===== config.mk =====
export PLATFORM = sky130hd
export DESIGN_NAME = rsa_job_sched
export DESIGN_NICKNAME = d
export VERILOG_FILES = /design/src/rtl/rsa_job_sched.sv
export SDC_FILE = /design/constraint.sdc
export NUM_CORES = 1
export LEC_CHECK = 0
export ABC_CLOCK_PERIOD_IN_PS = 8730
export CORE_AREA = 5 5 182 228
export DETAILED_ROUTE_END_ITERATION = 7
export DIE_AREA = 0 0 187 233
export MAX_ROUTING_LAYER = met4
export PLACE_DENSITY_LB_ADDON = 0.08
export SLEW_MARGIN = 10
export SYNTH_ARGS = -nofsm -noshare
export SYNTH_HDL_FRONTEND = slang
export SYNTH_SLANG_ARGS = --single-unit
export TNS_END_PERCENT = 50

===== constraint.sdc =====
create_clock -name clk -period 8.73 [get_ports clk]
set_clock_uncertainty 0.2 [all_clocks]
set_input_delay 0.873 -clock clk [delete_from_list [all_inputs] [get_ports clk]]
set_output_delay 0.873 -clock clk [all_outputs]
set_load 0.01 [all_outputs]

===== src/rtl/rsa_job_sched.sv =====
// Job scheduler for two RSA engine wrappers: a CSR-fed descriptor FIFO
// dispatched round-robin, with a completion counter, sticky error flags and an interrupt.
module rsa_job_sched #(
  parameter int QDEPTH = 4,
  parameter int NENG   = 2
) (
  input  logic            clk,
  input  logic            reset,
  input  logic [2:0]      avs_address,
  input  logic            avs_read,
  input  logic            avs_write,
  input  logic [31:0]     avs_writedata,
  output logic [31:0]     avs_readdata,
  output logic            avs_waitrequest,
  output logic [NENG-1:0] eng_start,
  output logic [31:0]     eng_src,
  output logic [31:0]     eng_dst,
  output logic [7:0]      eng_len,
  input  logic [NENG-1:0] eng_done,
  output logic            irq
);

  localparam int PW = (QDEPTH > 1) ? $clog2(QDEPTH) : 1;
  localparam int CW = PW + 1;

  typedef enum logic {S_IDLE, S_DISPATCH} state_t;

  state_t state_q, state_d;

  logic [31:0]     src_q, src_d;
  logic [31:0]     dst_q, dst_d;
  logic [7:0]      len_q, len_d;
  logic            enable_q, enable_d;
  logic            irq_en_q, irq_en_d;
  logic            irq_q, irq_d;
  logic            ovf_q, ovf_d;
  logic            zl_q, zl_d;
  logic            sp_q, sp_d;
  logic [15:0]     cnt_q, cnt_d;
  logic [NENG-1:0] busy_q, busy_d;
  logic            rr_q, rr_d;
  logic            sel_q, sel_d;
  logic [PW-1:0]   wr_ptr_q, wr_ptr_d;
  logic [PW-1:0]   rd_ptr_q, rd_ptr_d;
  logic [CW-1:0]   qcnt_q, qcnt_d;
  logic [NENG-1:0] start_q, start_d;
  logic [31:0]     esrc_q, esrc_d;
  logic [31:0]     edst_q, edst_d;
  logic [7:0]      elen_q, elen_d;
  logic [31:0]     rdata_q, rdata_d;

  logic [71:0]     mem [QDEPTH];
  logic [71:0]     head;

  logic            go, pop, full, empty, sel_pick;
  logic            ctrl_wr, push_req, clear, push_ok, push_ovf, push_zero;
  logic [NENG-1:0] done_ok, done_sp;
  logic [1:0]      inc;
  logic [31:0]     status;

  assign full      = (qcnt_q == CW'(QDEPTH));
  assign empty     = (qcnt_q == '0);
  assign pop       = (state_q == S_DISPATCH);
  assign head      = mem[rd_ptr_q];
  assign sel_pick  = busy_q[rr_q] ? ~rr_q : rr_q;

  assign ctrl_wr   = avs_write && (avs_address == 3'd3);
  assign push_req  = ctrl_wr && avs_writedata[0];
  assign clear     = ctrl_wr && avs_writedata[2];
  assign push_zero = push_req && (len_q == 8'd0);
  // A pop in the same cycle frees the slot, so a push into a full queue still lands.
  assign push_ok   = push_req && (len_q != 8'd0) && (!full || pop);
  assign push_ovf  = push_req && (len_q != 8'd0) && full && !pop;

  genvar gi;
  generate
    for (gi = 0; gi < NENG; gi++) begin : g_eng
      assign done_ok[gi] = eng_done[gi] & busy_q[gi];
      assign done_sp[gi] = eng_done[gi] & ~busy_q[gi];
      assign busy_d[gi]  = (busy_q[gi] & ~done_ok[gi]) | (pop && (sel_q == 1'(gi)));
    end
  endgenerate

  assign inc = {1'b0, done_ok[0]} + {1'b0, done_ok[1]};

  assign status = {18'd0, sp_q, zl_q, ovf_q, irq_q, enable_q, busy_q,
                   empty, full, 5'(qcnt_q)};

  // FSM next state
  always_comb begin
    state_d = state_q;
    go      = 1'b0;
    case (state_q)
      S_IDLE: begin
        if (enable_q && !empty && (busy_q != {NENG{1'b1}})) begin
          go      = 1'b1;
          state_d = S_DISPATCH;
        end
      end
      S_DISPATCH: state_d = S_IDLE;
      default:    state_d = S_IDLE;
    endcase
  end

  always_ff @(posedge clk or posedge reset) begin
    if (reset) state_q <= S_IDLE;
    else       state_q <= state_d;
  end

  // Datapath and CSR next state
  always_comb begin
    src_d    = src_q;
    dst_d    = dst_q;
    len_d    = len_q;
    enable_d = enable_q;
    irq_en_d = irq_en_q;
    rr_d     = rr_q;
    sel_d    = sel_q;
    wr_ptr_d = wr_ptr_q;
    rd_ptr_d = rd_ptr_q;
    qcnt_d   = qcnt_q;
    start_d  = '0;
    esrc_d   = esrc_q;
    edst_d   = edst_q;
    elen_d   = elen_q;
    rdata_d  = rdata_q;

    if (avs_write) begin
      case (avs_address)
        3'd0: src_d = avs_writedata;
        3'd1: dst_d = avs_writedata;
        3'd2: len_d = avs_writedata[7:0];
        3'd3: begin
          enable_d = avs_writedata[1];
          irq_en_d = avs_writedata[3];
        end
        default: ;
      endcase
    end

    if (avs_read) begin
      case (avs_address)
        3'd0:    rdata_d = src_q;
        3'd1:    rdata_d = dst_q;
        3'd2:    rdata_d = {24'd0, len_q};
        3'd4:    rdata_d = status;
        3'd5:    rdata_d = {16'd0, cnt_q};
        default: rdata_d = 32'd0;
      endcase
    end

    // Descriptor is captured while deciding, so it is stable during the start pulse.
    if (go) begin
      start_d[sel_pick] = 1'b1;
      sel_d  = sel_pick;
      esrc_d = head[71:40];
      edst_d = head[39:8];
      elen_d = head[7:0];
    end

    if (pop) begin
      rd_ptr_d = rd_ptr_q + 1'b1;
      rr_d     = ~sel_q;
    end
    if (push_ok) wr_ptr_d = wr_ptr_q + 1'b1;

    case ({push_ok, pop})
      2'b10:   qcnt_d = qcnt_q + 1'b1;
      2'b01:   qcnt_d = qcnt_q - 1'b1;
      default: qcnt_d = qcnt_q;
    endcase

    cnt_d = (clear ? 16'd0 : cnt_q) + {14'd0, inc};
    irq_d = (clear ? 1'b0 : irq_q) | ((inc != 2'd0) && irq_en_q);
    ovf_d = (clear ? 1'b0 : ovf_q) | push_ovf;
    zl_d  = (clear ? 1'b0 : zl_q)  | push_zero;
    sp_d  = (clear ? 1'b0 : sp_q)  | (done_sp != '0);
  end

  always_ff @(posedge clk or posedge reset) begin
    if (reset) begin
      src_q    <= '0;
      dst_q    <= '0;
      len_q    <= '0;
      enable_q <= 1'b0;
      irq_en_q <= 1'b0;
      irq_q    <= 1'b0;
      ovf_q    <= 1'b0;
      zl_q     <= 1'b0;
      sp_q     <= 1'b0;
      cnt_q    <= '0;
      busy_q   <= '0;
      rr_q     <= 1'b0;
      sel_q    <= 1'b0;
      wr_ptr_q <= '0;
      rd_ptr_q <= '0;
      qcnt_q   <= '0;
      start_q  <= '0;
      esrc_q   <= '0;
      edst_q   <= '0;
      elen_q   <= '0;
      rdata_q  <= '0;
    end else begin
      src_q    <= src_d;
      dst_q    <= dst_d;
      len_q    <= len_d;
      enable_q <= enable_d;
      irq_en_q <= irq_en_d;
      irq_q    <= irq_d;
      ovf_q    <= ovf_d;
      zl_q     <= zl_d;
      sp_q     <= sp_d;
      cnt_q    <= cnt_d;
      busy_q   <= busy_d;
      rr_q     <= rr_d;
      sel_q    <= sel_d;
      wr_ptr_q <= wr_ptr_d;
      rd_ptr_q <= rd_ptr_d;
      qcnt_q   <= qcnt_d;
      start_q  <= start_d;
      esrc_q   <= esrc_d;
      edst_q   <= edst_d;
      elen_q   <= elen_d;
      rdata_q  <= rdata_d;
    end
  end

  // Descriptor storage needs no reset: the pointers define what is valid.
  always_ff @(posedge clk) begin
    if (push_ok) mem[wr_ptr_q] <= {src_q, dst_q, len_q};
  end

  assign avs_readdata    = rdata_q;
  assign avs_waitrequest = 1'b0;
  assign eng_start       = start_q;
  assign eng_src         = esrc_q;
  assign eng_dst         = edst_q;
  assign eng_len         = elen_q;
  assign irq             = irq_q;

endmodule


Yosys cells after proc, flatten, opt, wreduce, memory -nomap -nowiden
Memories as Yosys holds them, arrays and structs flattened. A register that Yosys moved wholly into a read port is not among the register bits.
Cells that the tools add are included.
Storage, ports and cells
  memories kept: 1
  input port bits: 41
  output and inout bits: 108
  bits in writable memories: 288
  flip-flop bits (word level): 140
  logic and storage cells: 104
Memory list
  mem: words 4, bits a word 72, rd ports 1, clocked after Yosys merged registers in 1, wr ports 1, line 52  | logic [71:0] mem [QDEPTH];
Operators by class
  add/sub/neg operators: 6
  bitwise logic cells: 19
  multiplexer cells: 18
  reduce and logical (&&, ||, !) cells: 29
  equality and inequality tests: 9
  magnitude comparators: 3
Operators by type and width (number)
  32-bit one-hot mux with 5 select lines: 1
  16-bit by 2-bit adder with 16-bit output: 1
  16-bit two-way mux: 1
  1-bit logical AND: 14
  1-bit two-way mux: 12
  3-bit equality test (second input constant): 3
  8-bit zero test: 1
  2-bit AND reduction: 4
  8-bit nonzero test: 1
  1-bit inverter: 7
  1-bit bitwise AND: 6
  3-bit by 2-bit equality test with 1-bit output (second input constant): 2
  3-bit zero test: 2
  1-bit OR: 6
  3-bit one-hot mux with 2 select lines: 1
  2-bit nonzero test: 3
  2-bit by 1-bit adder with 2-bit output (second input constant): 2
  1-bit by 2-bit less-than comparator with 1-bit output (second input constant): 2
  3-bit by 1-bit adder with 3-bit output (second input constant): 1
  3-bit by 1-bit equality test with 1-bit output (second input constant): 1
  1-bit zero test: 3
  3-bit by 1-bit subtractor with 3-bit output (second input constant): 1
  1-bit by 1-bit adder with 2-bit output: 1
  2-bit by 1-bit equality test with 1-bit output (second input constant): 1
  other kinds (7): 7

Depth between registers and ports, before layout
  depth in word-level cells: 8
  depth in mapped cells: 11
  mapped depth without buffers: 10

Worst setup path before layout
No wires, ideal clock.
  kind: input-to-reg
  start point: input avs_address[0]
  end point: memory mem[0][0], enable pin
  path buffers: 1
  library setup time: 0.438 ns
  path slack: 4.638 ns
  data required time: 8.092 ns
  arrival time: 3.454 ns
  stages on the path: 5
  path through: buf_4 -> nand4b_1 -> a211oi_1 -> nor2b_1 -> and2_1
On the way
  longest elaborated chain between the ends: 7
Ends and longest elaborated chain
  start: declaration: line 9  | input logic [2:0] avs_address,
  3-bit by 2-bit equality test with 1-bit output: line 67  | assign ctrl_wr = avs_write && (avs_address == 3'd3);
  1-bit logical AND: line 67
  1-bit logical AND: line 68  | assign push_req = ctrl_wr && avs_writedata[0];
  1-bit logical AND (2 in a row): line 72  | assign push_ok = push_req && (len_q != 8'd0) && (!full || pop);
  1-bit two-way mux: line 230  | if (push_ok) mem[wr_ptr_q] <= {src_q, dst_q, len_q};
  1-bit two-way mux (not written as such): line 230
  end: declaration: line 52
Every way passes these cells.

Worst setup path after layout
  start point: input avs_address[1]
  end point: memory mem[3][34], enable pin
Same word-level chain as after synthesis.

==> impl_metrics.json <==
{
  "path_class": "in2reg",
  "vias": 9741,
  "instances_no_fill": 1739,
  "clockRootBuffer": "clkbuf_16",
  "diodes": 0,
  "drtAntennaViolNets": 0,
  "post-cts-setup-buffer-count": 0,
  "dr.pass1.iters": 4,
  "worstPathRequired_ns": 8.71,
  "crit_chain": "clkdlybuf4s50_1 -> nand4b_1 -> a211oi_1 -> nor2b_1 -> and2_4 -> buf_4",
  "cp_top_family": "buffers and inverters",
  "synth_edf_count": 288,
  "ys_seq_elements": 500,
  "hold_violations": 0,
  "maxCapViolations": 0,
  "grt_start_max_net_pins": 94,
  "tritoncts": "yes",
  "rows": 81,
  "drive_above_1_share": 0.268,
  "post_drt_wl_per_cell_um": 23.6,
  "cp_slowest_cell": "clkdlybuf4s50_1",
  "synth_warnings": 0,
  "die_area_um2": 43600,
  "cp-start-kind": "input pin",
  "syn_to_final_growth_pct": 19.0,
  "hold_path_class": "reg2reg",
  "wl_um": 41100,
  "slew_viol_final": 0,
  "num_io_pins": 149,
  "period_needed_ns": 4.24,
  "drt-initial-drc-count": 587,
  "critPathBufInv": 2,
  "drc": 0,
  "hold_ws_ns": 0.301,
  "multi_input_area_um2": 5010,
  "min_period_over_period": 0.486,
  "grt_use_total": 0.198,
  "final_util": 0.591,
  "ys_seq_area_frac": 0.722,
  "setup_viol": 0,
  "netlist_area_um2": 19300,
  "io_buffers": 147,
  "power.density_nw_per_um2": 308,
  "post_cts_resized": 0,
  "fin_tns_setup_ns": 0,
  "synth_area_leaders": "edfxtp_1, dfrtp_1, mux4_2, mux2_2, mux2i_1",
  "end_kind": "register",
  "grt_overflow": 0,
  "ir_drop_mv": 0.201,
  "crit_fanout": 61,
  "tightest_slew_ns": 1.04,
  "first_global_vias": 10400,
  "gp_congestion": 0.845,
  "synth_top_area_cell": "edfxtp_1",
  "rsz0062_at_grt": "no",
  "finalNetCount": 1252,
  "max_slew_margin": 0.309,
  "numCtsBuffers": 49,
  "core_um2": 38900,
  "via_per_inst": 5.60,
  "syn_avg_cell_area_um2": 18.6,
  "synth_top_area_frac": 0.447,
  "cts_num_sinks": 500,
  "cts.hold.buffers_added": 0,
  "fmax_mhz": 236,
  "antenna_found_initial": 0,
  "clock_latency_ns": 0.56,
  "leakagePower_nw": 8.47,
  "clk_pin_slew_ns": 0.06,
  "status": "complete, no violations",
  "synth.distinct_cells": 53,
  "fillers": 2991,
  "dp_cells": 1647,
  "start_util": 0.497,
  "synth-async-reset-ratio": 0.424,
  "cp_data_arrival_time_ns": 4.22,
  "synthesis.instances": 1038,
  "synth_fp_nets": 1090,
  "critPathMaxStageDelay_ns": 1.04,
  "die_h_um": 233,
  "grt_pass1_wl_um": 64200,
  "ctsLongestPathBuffers": 3,
  "htree_levels": 2,
  "synth_flop_cell": "edfxtp_1",
  "hpwl_um": 25400,
  "seq_area_um2": 14000,
  "die_x_um": 187
}
[worst register-to-register path: stages (launching register included)]
cell	delay, ns
dfrtp_1	0.54
nor4_1	0.17
a211oi_1	0.33
nor2b_1	0.51
and2_4	0.37
buf_4	0.79
[state kept, by name, indices dropped and copies added (netlist names), 2 cells and up]
signal	cells
rd_ptr_q	2
qcnt_q	3
len_q	8
wr_ptr_q	2
dst_q	32
busy_q	2
src_q	32
eng_src	32
mem	288
avs_readdata	32
cnt_q	16
eng_start	2
eng_dst	32
eng_len	8
[cell usage in the layout, fill, tap and decap left out, types with 9 or more instances in the layout]
master,instances
clkinv_2,11
clkdlybuf4s50_1,145
nor2_1,19
inv_1,50
o22ai_1,26
mux2i_1,22
mux4_2,82
a21oi_1,10
clkbuf_1,9
edfxtp_1,288
clkbuf_16,52
xnor2_1,9
mux2_2,145
dfrtp_1,210
buf_4,13
nand2_1,22
ha_1,9
[routing by layer]
metal	part of all wire	global-route usage	up-vias
li1	-	-	4312
met1	0.42	0.255	5095
met2	0.51	0.332	268
met3	0.049	0.0323	66
met4	0.025	0.0571	0
met5	0	-	-
[kinds of logic (layout without fill, tap and decap cells)]
| kind of cell | Yosys count | in the layout | synth area share |
|---|---|---|---|
| flip-flops | 500 | 500 | 0.722 |
| multiplexers | 250 | 250 | 0.192 |
| buffers and inverters | 100 | 303 | 0.0219 |
| AND/OR/NAND/NOR | 97 | 97 | 0.0283 |
| AO/OA/AOI/OAI | 64 | 64 | 0.0214 |
| XOR/XNOR | 15 | 15 | 0.00679 |
| adder cells (fa/ha/maj) | 11 | 11 | 0.00789 |
| other | 1 | 1 | 0.000194 |
[cell type report]
| cell class | instances | area share |
|---|---|---|
| Clock buffer | 62 | 0.0586 |
| Clock inverter | 30 | 0.0136 |
| Inverter | 51 | 0.00865 |
| Multi-Input combinational cell | 438 | 0.218 |
| Sequential cell | 500 | 0.607 |
| Tap cell | 498 | 0.0271 |
| Timing Repair Buffer | 160 | 0.0678 |
[report_power, final]
group / internal, mW / leakage (nW) / switching (mW)
clock network: 1.28 / 0.813 / 0.875
logic: 0.987 / 2.46 / 0.643
registers: 2.92 / 5.19 / 0.392
total: 5.18 / 8.47 / 1.91
[path summary, 6_finish.rpt]
kind                                               from                       to  slack, ns  depth (start not counted)
worst min-delay path            eng_src[31]$_DFFE_PP0P_  eng_src[31]$_DFFE_PP0P_       0.30                          1
worst max-delay path                     avs_address[1]     mem[3][34]$_DFFE_PP_       4.49                          6
worst min register to register  eng_src[31]$_DFFE_PP0P_  eng_src[31]$_DFFE_PP0P_       0.30                          1
min in group asynchronous                         reset   eng_src[8]$_DFFE_PP0P_       0.64                          2
max in group asynchronous                         reset  rd_ptr_q[1]$_DFFE_PP0P_       6.22                          3
worst max register to register     len_q[1]$_DFFE_PP0P_     mem[3][34]$_DFFE_PP_       5.39                          5
[per-stage QoR]
step           total power, mW  instance area, um2  worst slack [ns]
2_1_floorplan             4.24               19300              1.86
3_3_place_gp              5.00               21300              4.00
3_5_place_dp              5.04               21300              3.90
4_1_cts                   7.21               23000              4.48
5_1_grt                   7.44               23000              4.29
6_report                  7.09               23000              4.49
[cell usage after synthesis (3+ instances only)]
cell type,number
inv_1,51
o22ai_1,26
or3_1,6
nor2b_1,5
buf_4,5
nand2b_1,6
ha_1,9
mux2_2,145
o221ai_1,3
a22oi_1,3
a31oi_1,4
a21oi_1,10
clkbuf_1,14
and2_1,8
dfrtp_1,212
o21ai_0,8
edfxtp_1,288
nand3_1,7
mux4_2,82
nor4_1,5
buf_1,7
nor2_1,19
mux2i_1,22
buf_2,23
xor2_1,6
nand2_1,22
xnor2_1,9
Note: power is estimated with default switching activity, not from simulation.
